==> config.mk <==
export PLATFORM = sky130hd
export DESIGN_NAME = mem_arbiter
export DESIGN_NICKNAME = d
export VERILOG_FILES = /design/src/rtl/mem_arb_pkg.sv /design/src/rtl/rr_pick2.sv /design/src/rtl/mem_arbiter.sv
export SDC_FILE = /design/constraint.sdc
export NUM_CORES = 1
export LEC_CHECK = 0
export ABC_CLOCK_PERIOD_IN_PS = 1490
export BUFFER_PORTS_ARGS = -buffer_cell sky130_fd_sc_hd__buf_2
export CORE_AREA = 2 2 119 121
export DETAILED_ROUTE_END_ITERATION = 12
export DIE_AREA = 0 0 121 123
export GPL_TIMING_DRIVEN = 0
export HOLD_SLACK_MARGIN = 0.12
export PLACE_DENSITY = 0.4
export SKIP_CTS_REPAIR_TIMING = 1
export SYNTH_ARGS = -nofsm -noshare
export SYNTH_HDL_FRONTEND = slang
export SYNTH_SLANG_ARGS = --single-unit
export TNS_END_PERCENT = 30
==> constraint.sdc <==
create_clock -name clk -period 1.49 [get_ports clk]
set_input_delay 0.0745 -clock clk [delete_from_list [all_inputs] [get_ports clk]]
set_output_delay 0.0745 -clock clk [all_outputs]
set_load 0.02 [all_outputs]
==> src/rtl/mem_arb_pkg.sv <==
// Shared types and constants for the two-port memory arbiter.
// FSM encoding, requester port indices and the read write-mask code.
package mem_arb_pkg;

  typedef enum logic [1:0] {
    ST_IDLE = 2'd0,
    ST_WAIT = 2'd1,
    ST_RESP = 2'd2
  } state_e;

  localparam logic PORT_CPU = 1'b0;
  localparam logic PORT_LDR = 1'b1;

  localparam logic [3:0] WMASK_READ = 4'b0000;

endpackage

==> src/rtl/rr_pick2.sv <==
// Combinational two-way request picker (round-robin or fixed priority).
// Ports: valid_i[1:0] requests, last_gnt_i previous winner,
//        fixed_prio_i port 0 wins ties, gnt_any_o, gnt_idx_o winner.
module rr_pick2
  import mem_arb_pkg::*;
(
  input  logic [1:0] valid_i,
  input  logic       last_gnt_i,
  input  logic       fixed_prio_i,
  output logic       gnt_any_o,
  output logic       gnt_idx_o
);

  always_comb begin
    gnt_any_o = |valid_i;
    gnt_idx_o = PORT_CPU;
    unique case (1'b1)
      (valid_i == 2'b11):
        gnt_idx_o = fixed_prio_i ? PORT_CPU : ~last_gnt_i;
      (valid_i == 2'b10):
        gnt_idx_o = PORT_LDR;
      default:
        gnt_idx_o = PORT_CPU;
    endcase
  end

endmodule

==> src/rtl/mem_arbiter.sv <==
// Serialises CPU (port 0) and loader (port 1) accesses onto one
// single-port synchronous memory, one transaction in flight.
// Ports: clk, rst (async, active-high);
//   pN_valid/addr/wdata/wmask in, pN_ready/rsp_valid/rdata out;
//   mem_en/addr/wdata/wmask out, mem_rdata in.
module mem_arbiter
  import mem_arb_pkg::*;
#(
  parameter int ADDR_W       = 32,
  parameter int DATA_W       = 32,
  parameter int READ_LATENCY = 1,
  parameter int FIXED_PRIO   = 0
) (
  input  logic              clk,
  input  logic              rst,
  input  logic              p0_valid,
  input  logic [ADDR_W-1:0] p0_addr,
  input  logic [DATA_W-1:0] p0_wdata,
  input  logic [DATA_W/8-1:0] p0_wmask,
  output logic              p0_ready,
  output logic              p0_rsp_valid,
  output logic [DATA_W-1:0] p0_rdata,
  input  logic              p1_valid,
  input  logic [ADDR_W-1:0] p1_addr,
  input  logic [DATA_W-1:0] p1_wdata,
  input  logic [DATA_W/8-1:0] p1_wmask,
  output logic              p1_ready,
  output logic              p1_rsp_valid,
  output logic [DATA_W-1:0] p1_rdata,
  output logic              mem_en,
  output logic [ADDR_W-1:0] mem_addr,
  output logic [DATA_W-1:0] mem_wdata,
  output logic [DATA_W/8-1:0] mem_wmask,
  input  logic [DATA_W-1:0] mem_rdata
);

  localparam int MW = DATA_W / 8;
  localparam int CW = 2;
  localparam logic [CW-1:0] CNT_INIT =
    CW'(READ_LATENCY - 1);

  state_e        state_q, state_d;
  logic          gnt_q, gnt_d;
  logic          last_q, last_d;
  logic          rd_q, rd_d;
  logic [CW-1:0] cnt_q, cnt_d;

  logic [1:0]        req;
  logic              gnt_any;
  logic              gnt_idx;
  logic              accept;
  logic [ADDR_W-1:0] win_addr;
  logic [DATA_W-1:0] win_wdata;
  logic [MW-1:0]     win_wmask;

  // Requests are masked during reset so every
  // combinational output is 0 while rst is high.
  assign req = {p1_valid, p0_valid} & {2{~rst}};

  rr_pick2 u_pick (
    .valid_i      (req),
    .last_gnt_i   (last_q),
    .fixed_prio_i (FIXED_PRIO != 0),
    .gnt_any_o    (gnt_any),
    .gnt_idx_o    (gnt_idx)
  );

  assign accept = (state_q == ST_IDLE) && gnt_any;

  assign win_addr  = gnt_idx ? p1_addr  : p0_addr;
  assign win_wdata = gnt_idx ? p1_wdata : p0_wdata;
  assign win_wmask = gnt_idx ? p1_wmask : p0_wmask;

  always_ff @(posedge clk or posedge rst) begin
    if (rst) begin
      state_q <= ST_IDLE;
      gnt_q   <= PORT_CPU;
      last_q  <= PORT_LDR;
      rd_q    <= 1'b0;
      cnt_q   <= '0;
    end else begin
      state_q <= state_d;
      gnt_q   <= gnt_d;
      last_q  <= last_d;
      rd_q    <= rd_d;
      cnt_q   <= cnt_d;
    end
  end

  always_comb begin
    state_d = state_q;
    gnt_d   = gnt_q;
    last_d  = last_q;
    rd_d    = rd_q;
    cnt_d   = cnt_q;
    unique case (state_q)
      ST_IDLE: begin
        if (accept) begin
          gnt_d  = gnt_idx;
          last_d = gnt_idx;
          rd_d   = (win_wmask == MW'(WMASK_READ));
          cnt_d  = CNT_INIT;
          state_d = (READ_LATENCY > 1) ? ST_WAIT
                                       : ST_RESP;
        end
      end
      ST_WAIT: begin
        cnt_d = cnt_q - 1'b1;
        if (cnt_q <= 1) state_d = ST_RESP;
      end
      ST_RESP: state_d = ST_IDLE;
      default: state_d = ST_IDLE;
    endcase
  end

  always_comb begin
    p0_ready     = 1'b0;
    p1_ready     = 1'b0;
    p0_rsp_valid = 1'b0;
    p1_rsp_valid = 1'b0;
    p0_rdata     = '0;
    p1_rdata     = '0;
    mem_en       = 1'b0;
    mem_addr     = '0;
    mem_wdata    = '0;
    mem_wmask    = '0;
    if (accept) begin
      mem_en    = 1'b1;
      mem_addr  = win_addr;
      mem_wdata = win_wdata;
      mem_wmask = win_wmask;
      p0_ready  = (gnt_idx == PORT_CPU);
      p1_ready  = (gnt_idx == PORT_LDR);
    end
    if (state_q == ST_RESP) begin
      if (gnt_q == PORT_LDR) begin
        p1_rsp_valid = 1'b1;
        p1_rdata     = rd_q ? mem_rdata : '0;
      end else begin
        p0_rsp_valid = 1'b1;
        p0_rdata     = rd_q ? mem_rdata : '0;
      end
    end
  end

endmodule
==> results.yml <==
outcome:
  run_status: "finished with violations"
  violations: "negative setup slack"
worst_setup_path:
  worst-path-stages: 6
  worst-path-max-fanout: 10
  cp-end-kind: "output pin"
  cp_cell_sequence: "a21bo_4 > nor3_4 > buf_6 > buf_6 > a22o_1 > buf_4"
  crit_family: "flip-flops"
  worst-path-buf-inv: 3
  crit_slowest_cell: "dfstp_2"
  cp_common_cell: "buf_6"
  critPathMaxStageDelay_ns: 0.55
  worstPathArrival_ns: 1.66
  critical_path_class: "reg2out"
  worstPathRequired_ns: 1.42
  rr_worst_depth: 4
  worstSetupStartpointType: "flip-flop"
clock_network:
  cts.sinks: 4
  cts_buffers: 3
  cts_tree: "yes"
  clk_latency_ns: 0.23
  cts_buffer_depth: 2
  htreeDepth: 1
  root_buffer: "clkbuf_16"
  clkSlewWorstSetupHoldPaths_ns: 0.03
logic_synthesis:
  yosysSeqAreaShare_pct: 7.23
  ys_warn_count: 0
  yosys-top-cells-area: "a22o_1 (40%), nor2_1 (17%), nand2_1 (9.1%)"
  synth_area_per_cell_um2: 6.23
  synth_area_um2: 1400
  netlist_instances: 225
  synth_top_area_share_pct: 40.0
  syn_nets: 397
  ys_ff_latch: 4
  synth_cell_types: 22
  synth_top_cell_by_area: "a22o_1"
floorplanning:
  design.core.area_um2: 13600
  die_width_um: 121
  fp.dieArea_um2: 14900
  die_h_um: 123
  io_pins: 309
  core.rowCount: 43
  start_util_pct: 10.3
timing:
  min_period_over_period_pct: 117
  fin_ws_ns: -0.247
  fin_skew_ns: 0.000712
  maxSlewHeadroom_pct: 66.4
  max_freq_mhz: 576
  min_period_ns: 1.74
  rsz0062_at_grt: "true"
  tightest_slew_ns: 0.500
  finalHoldViolCount: 0
  hold_slack_ns: 0.180
  setup_viol: 70
  drv_slew: 0
grt:
  grt_usage_pct: 12.4
  grt_pass1_vias: 2727
  grt_pass1_wl_um: 14500
  grt_start_max_net_pins: 11
  grt.overflow.total: 0
  antenna_found_initial: 1
route:
  top_layer: "met4"
  wl_met2_um: 5420
  firstDrtPassIters: 4
  wl_um: 10700
  viasPerCell: 4.04
  drtIter0Drc: 55
  antenna_left: 0
  num_vias: 2907
  wl_per_cell_um: 14.9
  met3_length_um: 1110
  drc: 0
  drt-met1-wl_um: 4060
pwr:
  power_mw: 1.89
  cellPowerDensity_nw_per_um2: 545
  peakVddDrop_uv: 232
  p_leak_nw: 2.10
place:
  io_buffers: 308
  dp.cells: 713
  gp_congestion: 0.817
  dp_hpwl_um: 9740
  place_ws_ns: -0.158
final_layout:
  drive_gt1_share_pct: 64.4
  final_nets: 712
  fin_util_pct: 25.4
  syn2layout_area_growth_pct: 147
  final-instance-count-excl-fill: 720
min_path:
  hold_path.class: "in2reg"
  hold_path_depth: 4
run:
  max-cap-violations: 0
[flip-flops by register name, summed over array words and instances, names as in the netlist]
| signal | cells |
|---|---|
| gnt_q | 1 |
| last_q | 1 |
| rd_q | 1 |
| state_q | 1 |
[Yosys cell counts]
| cell type | instances |
|---|---|
| a21bo_2 | 1 |
| a21boi_0 | 1 |
| a21o_1 | 1 |
| a21oi_1 | 6 |
| a22o_1 | 64 |
| a31oi_1 | 1 |
| and3_4 | 1 |
| buf_2 | 4 |
| buf_6 | 10 |
| clkbuf_1 | 11 |
| dfrtp_1 | 3 |
| dfstp_2 | 1 |
| inv_1 | 5 |
| nand2_1 | 34 |
| nand2b_1 | 2 |
| nand3_1 | 5 |
| nor2_1 | 65 |
| nor2_2 | 1 |
| nor3_4 | 1 |
| nor4_1 | 2 |
| o21ai_0 | 5 |
| or2_2 | 1 |
[cell usage in the layout (no fill, tap or decap), types with 5 or more instances in the layout]
cell type	count
a21oi_1	6
a22o_1	63
buf_2	272
buf_4	38
buf_6	9
clkbuf_4	8
inv_1	5
nand2_1	33
nand3_1	5
nor2_1	65
o21ai_0	5
[through the flow]
stage               setup TNS (ns)  area (µm²)
global route                -18.49        3460
global placement             -4.34        3170
floorplan                        0        1400
detailed placement           -5.28        3170
finish                      -13.64        3460
CTS                         -34.94        3250
[logic make-up after synthesis]
group,share of synthesized area [%]
and+or+nand+nor,32.9
buffers and inverters,13.7
DFF,7.23
AOI/OAI and AO/OA,46.1
[path summary, 6_finish.rpt]
check	slack, ns	to	startpoint
setup / recovery	-0.25	mem_addr[10]	last_q$_DFFE_PP1P_
hold / removal	0.18	rd_q$_DFFE_PP0P_	p1_wmask[3]
setup reg to reg	0.26	gnt_q$_DFFE_PP0P_	last_q$_DFFE_PP1P_
hold reg to reg	0.53	last_q$_DFFE_PP1P_	last_q$_DFFE_PP1P_
max in group asynchronous	0.82	rd_q$_DFFE_PP0P_	rst
min in group asynchronous	0.50	gnt_q$_DFFE_PP0P_	rst
[layout make-up]
cell class                      instances  area, µm²
Fill cell                            1584      10200
Multi-Input combinational cell        191       1140
Tap cell                              180        225
Clock buffer                            4       78.8
Sequential cell                         4        104
Timing Repair Buffer                  312       1690
Inverter                                5       18.8
Antenna cell                            1       2.50
Buffer                                 23        206
[routing by layer]
metal | global-route usage, % | up-vias
met5 | 0 | -
met1 | 14.2 | 1266
met2 | 23.3 | 199
li1 | - | 1435
met3 | 2.95 | 7
met4 | 2.47 | 0
[worst min-delay path: stages]
cell,delay (ns)
buf_2,0.09
nor4_1,0.04
nand3_1,0.07
a31oi_1,0.08
[power by group]
group | internal (mW) | switching, mW | total, mW
Combinational | 0.569 | 0.723 | 1.29
Sequential | 0.131 | 0.0270 | 0.158
Clock | 0.354 | 0.0829 | 0.437
Total | 1.05 | 0.833 | 1.89
No activity file was read; power rests on OpenSTA's default activity.
